`src/rtl/iodelay_eye_scan_if.sv`:
```
// Delay-block link for the IODELAY eye scanner.
// The scanner (master) addresses a channel and tap and strobes the load.
// The delay block (slave) returns delayed data and the expected training bits.
interface iodelay_eye_scan_if #(
    parameter int unsigned NINPUT = 20
) ();
    logic [7:0]        delay_channel;
    logic [4:0]        delay_value;
    logic              delay_update;
    logic [NINPUT-1:0] data_in;
    logic [NINPUT-1:0] expect_in;

    modport master (
        output delay_channel,
        output delay_value,
        output delay_update,
        input  data_in,
        input  expect_in
    );

    modport slave (
        input  delay_channel,
        input  delay_value,
        input  delay_update,
        output data_in,
        output expect_in
    );
endinterface

```
`src/rtl/iodelay_eye_scan.sv`:
```
// IODELAY eye scanner.
// For every channel, each of the 32 taps is loaded, allowed to settle and then sampled against
// the expected training pattern. The centre of the longest error-free tap run is then loaded
// and reported. Optional macro IODELAY_EYE_SCAN_ERRMAP_EN adds the errmap_o port, which exposes
// the per-channel good-tap map alongside each result.
module iodelay_eye_scan #(
    parameter int unsigned NINPUT        = 20,
    parameter int unsigned SETTLE_CYCLES = 16,
    parameter int unsigned SAMPLE_CYCLES = 256
) (
    input  logic               clk_i,
    input  logic               reset_i,
    input  logic               start_i,
    iodelay_eye_scan_if.master dly_io,
    output logic               busy_o,
    output logic               done_o,
    output logic               result_valid_o,
    output logic [7:0]         result_channel_o,
    output logic [4:0]         result_tap_o,
    output logic [5:0]         result_width_o,
`ifdef IODELAY_EYE_SCAN_ERRMAP_EN
    output logic [31:0]        errmap_o,
`endif
    output logic [NINPUT-1:0]  fail_o
);

    typedef enum logic [3:0] {
        StIdle,
        StLoad,
        StSettle,
        StSample,
        StEval,
        StSetCenter,
        StCenterWait,
        StNextCh,
        StDone
    } state_e;

    state_e            state_q, state_d;
    logic [15:0]       cnt_q, cnt_d;
    logic [7:0]        ch_q, ch_d;
    logic [4:0]        tap_q, tap_d;
    logic              err_q, err_d;
    logic [31:0]       map_q, map_d;
    logic [4:0]        value_q, value_d;
    logic              update_q, update_d;
    logic [4:0]        win_tap_q, win_tap_d;
    logic [5:0]        win_len_q, win_len_d;
    logic              busy_q, busy_d;
    logic              done_q, done_d;
    logic              rv_q, rv_d;
    logic [7:0]        res_ch_q, res_ch_d;
    logic [4:0]        res_tap_q, res_tap_d;
    logic [5:0]        res_width_q, res_width_d;
    logic [NINPUT-1:0] fail_q, fail_d;
`ifdef IODELAY_EYE_SCAN_ERRMAP_EN
    logic [31:0]       errmap_q, errmap_d;
`endif

    logic [NINPUT-1:0] diff;
    logic [NINPUT-1:0] ch_sel;
    logic              miss;
    logic [31:0]       eval_map;
    logic [5:0]        run_len, best_len;
    logic [4:0]        run_start, best_start, best_tap;

    assign diff     = dly_io.data_in ^ dly_io.expect_in;
    assign ch_sel   = NINPUT'(1) << ch_q;
    assign miss     = |(diff & ch_sel);
    // Map as it will be once the tap under evaluation is recorded.
    assign eval_map = map_q | (32'(!err_q) << tap_q);

    // Longest run of good taps; strict '>' keeps the lowest start on ties.
    always_comb begin
        run_len    = '0;
        run_start  = '0;
        best_len   = '0;
        best_start = '0;
        for (int i = 0; i < 32; i++) begin
            if (eval_map[i]) begin
                if (run_len == 6'd0) begin
                    run_start = 5'(i);
                end
                run_len = run_len + 6'd1;
                if (run_len > best_len) begin
                    best_len   = run_len;
                    best_start = run_start;
                end
            end else begin
                run_len = '0;
            end
        end
        best_tap = (best_len == 6'd0) ? 5'd0 : best_start + 5'((best_len - 6'd1) >> 1);
    end

    // Next-state and output decode for the scan sequencer.
    always_comb begin
        state_d     = state_q;
        ch_d        = ch_q;
        tap_d       = tap_q;
        err_d       = err_q;
        map_d       = map_q;
        value_d     = value_q;
        win_tap_d   = win_tap_q;
        win_len_d   = win_len_q;
        res_ch_d    = res_ch_q;
        res_tap_d   = res_tap_q;
        res_width_d = res_width_q;
        fail_d      = fail_q;
        done_d      = 1'b0;
        rv_d        = 1'b0;
`ifdef IODELAY_EYE_SCAN_ERRMAP_EN
        errmap_d    = errmap_q;
`endif
        unique case (state_q)
            StIdle: begin
                if (start_i) begin
                    state_d = StLoad;
                    ch_d    = '0;
                    tap_d   = '0;
                    value_d = '0;
                    map_d   = '0;
                    err_d   = 1'b0;
                    fail_d  = '0;
                end
            end
            StLoad: begin
                if (cnt_q == 16'd1) state_d = StSettle;
            end
            StSettle: begin
                if (cnt_q == 16'(SETTLE_CYCLES - 1)) begin
                    state_d = StSample;
                    err_d   = 1'b0;
                end
            end
            StSample: begin
                if (miss) err_d = 1'b1;
                if (cnt_q == 16'(SAMPLE_CYCLES - 1)) state_d = StEval;
            end
            StEval: begin
                map_d = eval_map;
                if (tap_q == 5'd31) begin
                    state_d   = StSetCenter;
                    value_d   = best_tap;
                    win_tap_d = best_tap;
                    win_len_d = best_len;
                end else begin
                    state_d = StLoad;
                    tap_d   = tap_q + 5'd1;
                    value_d = tap_q + 5'd1;
                end
            end
            StSetCenter: begin
                if (cnt_q == 16'd1) state_d = StCenterWait;
            end
            StCenterWait: begin
                if (cnt_q == 16'(SETTLE_CYCLES - 1)) begin
                    state_d     = StNextCh;
                    rv_d        = 1'b1;
                    res_ch_d    = ch_q;
                    res_tap_d   = win_tap_q;
                    res_width_d = win_len_q;
`ifdef IODELAY_EYE_SCAN_ERRMAP_EN
                    errmap_d    = map_q;
`endif
                    if (win_len_q == 6'd0) fail_d = fail_q | ch_sel;
                end
            end
            StNextCh: begin
                if (ch_q == 8'(NINPUT - 1)) begin
                    state_d = StDone;
                    done_d  = 1'b1;
                end else begin
                    state_d = StLoad;
                    ch_d    = ch_q + 8'd1;
                    tap_d   = '0;
                    value_d = '0;
                    map_d   = '0;
                end
            end
            StDone: begin
                state_d = StIdle;
            end
            default: begin
                state_d = StIdle;
            end
        endcase
        // Strobe is high exactly while a load state is occupied (2 cycles each).
        update_d = (state_d == StLoad) || (state_d == StSetCenter);
        busy_d   = (state_d != StIdle) && (state_d != StDone);
        cnt_d    = (state_d != state_q) ? 16'd0 : cnt_q + 16'd1;
    end

    // State and output registers with synchronous reset.
    always_ff @(posedge clk_i) begin
        if (reset_i) begin
            state_q     <= StIdle;
            cnt_q       <= '0;
            ch_q        <= '0;
            tap_q       <= '0;
            err_q       <= 1'b0;
            map_q       <= '0;
            value_q     <= '0;
            update_q    <= 1'b0;
            win_tap_q   <= '0;
            win_len_q   <= '0;
            busy_q      <= 1'b0;
            done_q      <= 1'b0;
            rv_q        <= 1'b0;
            res_ch_q    <= '0;
            res_tap_q   <= '0;
            res_width_q <= '0;
            fail_q      <= '0;
`ifdef IODELAY_EYE_SCAN_ERRMAP_EN
            errmap_q    <= '0;
`endif
        end else begin
            state_q     <= state_d;
            cnt_q       <= cnt_d;
            ch_q        <= ch_d;
            tap_q       <= tap_d;
            err_q       <= err_d;
            map_q       <= map_d;
            value_q     <= value_d;
            update_q    <= update_d;
            win_tap_q   <= win_tap_d;
            win_len_q   <= win_len_d;
            busy_q      <= busy_d;
            done_q      <= done_d;
            rv_q        <= rv_d;
            res_ch_q    <= res_ch_d;
            res_tap_q   <= res_tap_d;
            res_width_q <= res_width_d;
            fail_q      <= fail_d;
`ifdef IODELAY_EYE_SCAN_ERRMAP_EN
            errmap_q    <= errmap_d;
`endif
        end
    end

    assign dly_io.delay_channel = ch_q;
    assign dly_io.delay_value   = value_q;
    assign dly_io.delay_update  = update_q;
    assign busy_o               = busy_q;
    assign done_o               = done_q;
    assign result_valid_o       = rv_q;
    assign result_channel_o     = res_ch_q;
    assign result_tap_o         = res_tap_q;
    assign result_width_o       = res_width_q;
    assign fail_o               = fail_q;
`ifdef IODELAY_EYE_SCAN_ERRMAP_EN
    assign errmap_o             = errmap_q;
`endif

endmodule

```
`src/flat_wrapper.sv`:
```
// flat-port wrapper written by rule: the top's interface ports become plain ports
module iodelay_eye_scan_flat 
#(
    parameter int unsigned NINPUT        = 20,
    parameter int unsigned SETTLE_CYCLES = 16,
    parameter int unsigned SAMPLE_CYCLES = 256
)
  (clk_i, reset_i, start_i, busy_o, done_o, result_valid_o, result_channel_o, result_tap_o, result_width_o, fail_o, dly_io_delay_channel, dly_io_delay_value, dly_io_delay_update, dly_io_data_in, dly_io_expect_in);
  iodelay_eye_scan_if #(.NINPUT(NINPUT)) dly_io_i ();
  input  logic clk_i;
  input  logic reset_i;
  input  logic start_i;
  output logic busy_o;
  output logic done_o;
  output logic result_valid_o;
  output logic [7:0] result_channel_o;
  output logic [4:0] result_tap_o;
  output logic [5:0] result_width_o;
  output logic [NINPUT-1:0] fail_o;
  output wire logic [$bits(dly_io_i.delay_channel)-1:0] dly_io_delay_channel;
  output wire logic [$bits(dly_io_i.delay_value)-1:0] dly_io_delay_value;
  output wire logic [$bits(dly_io_i.delay_update)-1:0] dly_io_delay_update;
  input wire logic [$bits(dly_io_i.data_in)-1:0] dly_io_data_in;
  input wire logic [$bits(dly_io_i.expect_in)-1:0] dly_io_expect_in;
  assign dly_io_delay_channel = dly_io_i.delay_channel;
  assign dly_io_delay_value = dly_io_i.delay_value;
  assign dly_io_delay_update = dly_io_i.delay_update;
  assign dly_io_i.data_in = dly_io_data_in;
  assign dly_io_i.expect_in = dly_io_expect_in;
  iodelay_eye_scan #(.NINPUT(NINPUT), .SETTLE_CYCLES(SETTLE_CYCLES), .SAMPLE_CYCLES(SAMPLE_CYCLES)) u_core (.clk_i(clk_i), .reset_i(reset_i), .start_i(start_i), .dly_io(dly_io_i), .busy_o(busy_o), .done_o(done_o), .result_valid_o(result_valid_o), .result_channel_o(result_channel_o), .result_tap_o(result_tap_o), .result_width_o(result_width_o), .fail_o(fail_o));
endmodule
```
`config.mk`:
```
export PLATFORM = sky130hd
export DESIGN_NAME = iodelay_eye_scan_flat
export DESIGN_NICKNAME = d
export VERILOG_FILES = /design/src/rtl/iodelay_eye_scan_if.sv /design/src/rtl/iodelay_eye_scan.sv /design/src/flat_wrapper.sv
export SDC_FILE = /design/constraint.sdc
export NUM_CORES = 1
export LEC_CHECK = 0
export ABC_AREA = 1
export CAP_MARGIN = 40
export CORE_MARGIN = 2
export CORE_UTILIZATION = 63
export CTS_BUF_LIST = sky130_fd_sc_hd__clkbuf_16
export CTS_CLUSTER_DIAMETER = 150
export DETAILED_ROUTE_END_ITERATION = 12
export PLACE_DENSITY_LB_ADDON = 0.1
export SLEW_MARGIN = 20
export SYNTH_ARGS = -nofsm -noshare
export SYNTH_HDL_FRONTEND = slang
export SYNTH_SLANG_ARGS = --single-unit
```
`constraint.sdc`:
```
create_clock -name clk_i -period 52.5 [get_ports clk_i]
set_input_delay 5.25 -clock clk_i [delete_from_list [all_inputs] [get_ports clk_i]]
set_output_delay 5.25 -clock clk_i [all_outputs]
set_load 0.02 [all_outputs]
```
---- Word-level counts from Yosys, hierarchy flattened ----
Cells that the tools add are included.
word-level totals
  output and inout port bits .............. 56
  flip-flop bits (word level) ............. 125
  input port bits ......................... 43
cells by class
  order comparisons ....................... 31
  eq/ne operators ......................... 23
  mux-type cells .......................... 263
  bitwise operators ....................... 6
  reduce and logical (&&, ||, !) cells .... 53
  add/sub/neg operators ................... 36
  shifts and indexed selects .............. 2
operators by type and width
  kind                     number
  $mux W5                  141
  $mux W6                  92
  $logic_not A6 Y1         33
  $add A6 B1 Y6 const B    30
  $gt A6 B6 Y1             30
  $pmux W32 S3             1
  $mux W32                 2
  $mux W20                 3
  $pmux W20 S2             1
  $or A32 B32 Y32          1
  $pmux W4 S8              1
  $shl A1 B5 Y32           1
  $pmux W5 S3              2
  $mux W4                  7
  $and A20 B20 Y20         1
  $eq A4 B3 Y1 const B     5
  $or A20 B20 Y20          1
  $reduce_or A20 Y1        1
  $shl A1 B8 Y20 const A   1
  $xor A20 B20 Y20         1
  $add A16 B1 Y16 const B  1
  $eq A16 B1 Y1 const B    1
  $eq A16 B4 Y1 const B    1
  $eq A16 B8 Y1 const B    1
  31 further kinds         55

---- Longest topological paths before layout ----
  word-level depth ........................ 103
  gate-level depth with buffers ........... 351
  gate-level depth less buffers ........... 327

---- Least setup slack after synthesis ----
OpenSTA, ideal clock, no wires.
  kind .................................... flip-flop to flip-flop
  from .................................... reg u_core.tap_q[4]
  to ...................................... reg u_core.value_q[4], in the netlist u_core.dly_io.delay_value[4]
  arrival time ............................ 36.295 ns
  buffers on the path ..................... 29
  setup slack ............................. 16.078 ns
  library setup time ...................... 0.127 ns
  stages on the path, launching flop included .. 306
  required time ........................... 52.373 ns
  cell sequence ........................... dfxtp_1 clkbuf_8 clkbuf_1 o21ai_0 ha_1 ha_1 inv_1 o211ai_1 nand2_1 ha_1 nand2_1 nand2_1 nand3_1 nand2_1 o21ai_0 ha_1 a21oi_1 o21ai_0 [270 not listed] nand2_4 nand2_1 o21ai_2 ha_1 nand3_2 xor2_1 ha_1 a21o_1 a31oi_1 inv_1 nand2_1 nand2_1 inv_1 nand2_1 nand3_2 nand2_1 nand2_1 a21oi_2
on the way
  longest elaborated chain between the ends .. 102
  elaborated cells on any way between the ends .. 334
RTL lines
  item                      line                     text
  start: declaration        iodelay_eye_scan.sv:42   logic [4:0] tap_q, tap_d;
  start signal: assignment  iodelay_eye_scan.sv:221  tap_q <= tap_d;
  $shl A1 B5 Y32            iodelay_eye_scan.sv:71   assign eval_map = map_q | (32'(!err_q) << tap_q);
  $or A32 B32 Y32           iodelay_eye_scan.sv:71
  $mux W1                   iodelay_eye_scan.sv:80   if (eval_map[i]) begin
  $add A1 B1 Y2             iodelay_eye_scan.sv:84   run_len = run_len + 6'd1;
  $gt A6 B1 Y1              iodelay_eye_scan.sv:85   if (run_len > best_len) begin
  $mux W6                   iodelay_eye_scan.sv:85
  $mux W6                   iodelay_eye_scan.sv:80
  $gt A6 B6 Y1              iodelay_eye_scan.sv:85
  [86 not listed]           n/a
  $gt A6 B6 Y1              iodelay_eye_scan.sv:85
  $mux W6                   iodelay_eye_scan.sv:85
  $mux W6                   iodelay_eye_scan.sv:80
  $sub A6 B1 Y6             iodelay_eye_scan.sv:93   best_tap = (best_len == 6'd0) ? 5'd0 : best_start + 5'((best_len - 6'd1) >> 1);
  $add A5 B5 Y5             iodelay_eye_scan.sv:93
  $mux W5                   iodelay_eye_scan.sv:93
  $mux W5 *                 iodelay_eye_scan.sv:142  if (tap_q == 5'd31) begin
  $pmux W5 S3 *             iodelay_eye_scan.sv:115  unique case (state_q)
  end signal: assignment    iodelay_eye_scan.sv:224  value_q <= value_d;
  end: declaration          iodelay_eye_scan.sv:45   logic [4:0] value_q, value_d;
Mark *: on every way between the ends. The rest lies on a longest branch, timed or not. The select of a mux whose other input is x is not followed.
A chain may end at the register's enable or synchronous reset.

---- Final worst setup path ----
  from .................................... reg u_core.tap_q[1]
  to ...................................... reg u_core.value_q[4], in the netlist u_core.dly_io.delay_value[4]
Same word-level chain as after synthesis.

==> results.cfg <==
[route]
drc = 0
drt-total-wl_mm = 53.84
first_pass_iters = 7
num_vias = 21400
drtAntennaViolNets = 0
drt_iter0_drc = 1931
wl_per_cell_microns = 14.07
via_per_inst = 5.592

[timing]
hold_viol_final = 0
timing.final.crit_share_pct = 77.57
hold_slack_ns = 0.4433
period_needed_ns = 40.73
drv_slew = 0
worst_slew_pin_slew_ns = 0.8190
setup_viol = 0
rsz0062_at_grt = false
fin_setup_tns_ns = 0
fmax_ghz = 0.02455
skew_ns = 0.007397
max_slew_margin_pct = 45.34

[power]
leakagePower_uw = 0.01098
ir_drop_v = 0.00002314
power_density_nw_per_um2 = 15.68
power_uw = 327.4

[job]
drv_cap = 0

[global_route]
antenna_found_initial = 0
grt_use_total_pct = 33.47
use_met1_pct = 41.97
grt_max_degree = 56
grt-ovfl-total = 0
busiest_layer = met2
grt_pass1_vias = 19690
grt_use_met3_pct = 3.453
grtUsageMet2_pct = 60.06
grt_pass1_wl_mm = 89.62

[synth]
synth-simple-area-share_pct = 43.44
synthAdderAreaFrac_pct = 7.701
synth_xor_area_share_pct = 1.316
synthMuxAreaShare_pct = 0.5239
ys_async_sr_fraction_pct = 0
syn_area_per_cell_sq_um = 5.744
synth_top_family_by_area = simple AND/OR/NAND/NOR gates
yosys_warnings = 0
synth_edf_count = 0
ys.flop_type = dfxtp_1
synth-seq-area-share_pct = 13.10
ys_ff_latch = 125
yosysUniqueCellTypes = 72
synth_area_sq_um = 19110
synth_compound_area_share_pct = 17.45
postSynthCellCount = 3326

[cts]
root_buffer = clkbuf_16
hold_buffers = 0
postCtsSetupRepairBufs = 0
cts_tree = yes
numCtsBuffers = 17
insertion_delay_ns = 0.42
clkTransAtPathRegs_ns = 0.06
clockBufferDepth = 2
clock-sinks = 125
h-tree-depth = 4
ctsResizeCount = 0

[critical_path]
cp_slowest_stage_delay_ns = 0.57
crit_required_ns = 52.85
critical_path.max_fanout = 18
setup.worst_path.start_class = register
rr_worst_depth = 275
cp-end-kind = register
critPathSlowestCell = dfxtp_1
worstPathArrival_ns = 41.08
path_class = reg2reg
crit_top_cell = inv_1

[die]
core_sq_um = 29720
die_w_microns = 178.1
start_util_pct = 64.29
dieHeight_microns = 178.1
ios = 99
dieArea_sq_um = 31740
rows = 63

[cells_and_area]
design_area_sq_um = 20880
drive_gt1_share_pct = 11.55
antenna_cells = 0
stdcell_count = 3827
syn_to_final_growth_pct = 9.273
nets = 3584

[place]
place_congestion = 0.9801
port_buffers = 98
dp.cells = 3791
dp_hpwl_mm = 43.89
dpl_cell_area_sq_um = 20270

[min_path]
hold_path_depth = 2
hp-class = reg2reg

[run_status]
status = finished, final reports clean
cell families after synthesis:
logic type / count (synthesis)
compound gates: 563
xor+xnor: 27
fa+ha+maj: 117
buf+inv: 744
flops: 125
mux: 10
other cells: 2
simple gates: 1738
cell type report:
class                      instances  area (sq um)
sequential                       125          2502
inverter                         675          2594
timing repair buffer             118          1134
fill                            2722          8840
clock inverter                    15         148.9
multi-input combinational       2487         13590
tap                              390         488.0
clock buffer                      17         425.4
path summary, 6_finish.rpt:
| kind | slack (ns) | endpoint | from |
|---|---|---|---|
| min | 0.44 | u_core.result_channel_o[3] | u_core.result_channel_o[3] |
| min reg2reg | 0.44 | u_core.result_channel_o[3] | u_core.result_channel_o[3] |
| max reg2reg | 11.77 | u_core.dly_io.delay_value[4] | u_core.tap_q[1] |
| max | 11.77 | u_core.dly_io.delay_value[4] | u_core.tap_q[1] |
synthesized netlist by cell type (13+ instances only):
cell | count | area, sq um
nor2_1 | 296 | 1111
inv_1 | 610 | 2290
nand2_4 | 37 | 416.7
a31oi_1 | 13 | 81.33
ha_1 | 116 | 1451
nand2_1 | 742 | 2785
xor2_1 | 21 | 183.9
nor3_1 | 43 | 215.2
o21bai_1 | 38 | 285.3
dfxtp_1 | 125 | 2502
nand4_1 | 29 | 181.4
nor2_2 | 56 | 350.3
inv_2 | 39 | 146.4
o211ai_1 | 16 | 120.1
nand3_1 | 349 | 1747
buf_6 | 24 | 270.3
clkbuf_1 | 30 | 112.6
a21oi_1 | 160 | 800.8
a211oi_1 | 21 | 157.7
nand3_2 | 33 | 330.3
o31ai_1 | 15 | 112.6
nand2_2 | 100 | 625.6
o21ai_0 | 216 | 1081
sequential cells by signal, indices dropped and copies added, names as in the netlist:
register	count
u_core.state_q	4
u_core.result_channel_o	8
u_core.dly_io.delay_update	1
u_core.busy_o	1
u_core.win_tap_q	5
u_core.cnt_q	16
u_core.result_width_o	6
u_core.err_q	1
u_core.fail_o	20
u_core.result_valid_o	1
u_core.result_tap_o	5
u_core.dly_io.delay_channel	8
u_core.dly_io.delay_value	5
u_core.done_o	1
u_core.tap_q	5
u_core.map_q	32
u_core.win_len_q	6
where the power goes:
part / internal [uW] / switching, uW / total (uW) / leakage (uW)
registers: 96.3 / 2.26 / 98.6 / 0.00101
clock network: 66.8 / 47.9 / 115 / 0.000281
logic: 41.7 / 72.4 / 114 / 0.00970
per-stage QoR:
stage | util (%) | setup slack [ns]
2_1_floorplan | - | 16.08
3_3_place_gp | 68.09 | 13.42
3_5_place_dp | 68.20 | 12.35
4_1_cts | 70.14 | 12.21
5_1_grt | 70.25 | 7.185
6_report | 70.25 | 11.77
layout by cell type (no fill, tap or decap), types with 15 or more instances in the layout:
cell	count
a211oi_1	21
a21oi_1	160
clkbuf_16	17
clkdlybuf4s50_1	97
conb_1	32
dfxtp_1	125
ha_1	116
inv_1	610
inv_2	39
nand2_1	742
nand2_2	100
nand2_4	37
nand3_1	349
nand3_2	33
nand4_1	29
nor2_1	296
nor2_2	56
nor3_1	43
o211ai_1	16
o21ai_0	216
o21bai_1	38
o31ai_1	15
xor2_1	21
metal layers:
| layer | vias to the layer above | routed length, microns |
|---|---|---|
| li1 | 10850 | - |
| met1 | 9662 | 23400 |
| met2 | 762 | 26300 |
| met3 | 127 | 2811 |
| met4 | 0 | 1338 |
| met5 | - | 0 |
critical path: cells and delay by family (launching register included):
kind	cells	cell delay (ns)
AOI/OAI and AO/OA	58	9.46
xor gates and xnor gates	1	0.15
adders and majority gates	33	9.59
buffers and inverters	66	6.22
DFF	1	0.57
and+or+nand+nor	117	14.60
(Power assumes the default switching activity.)
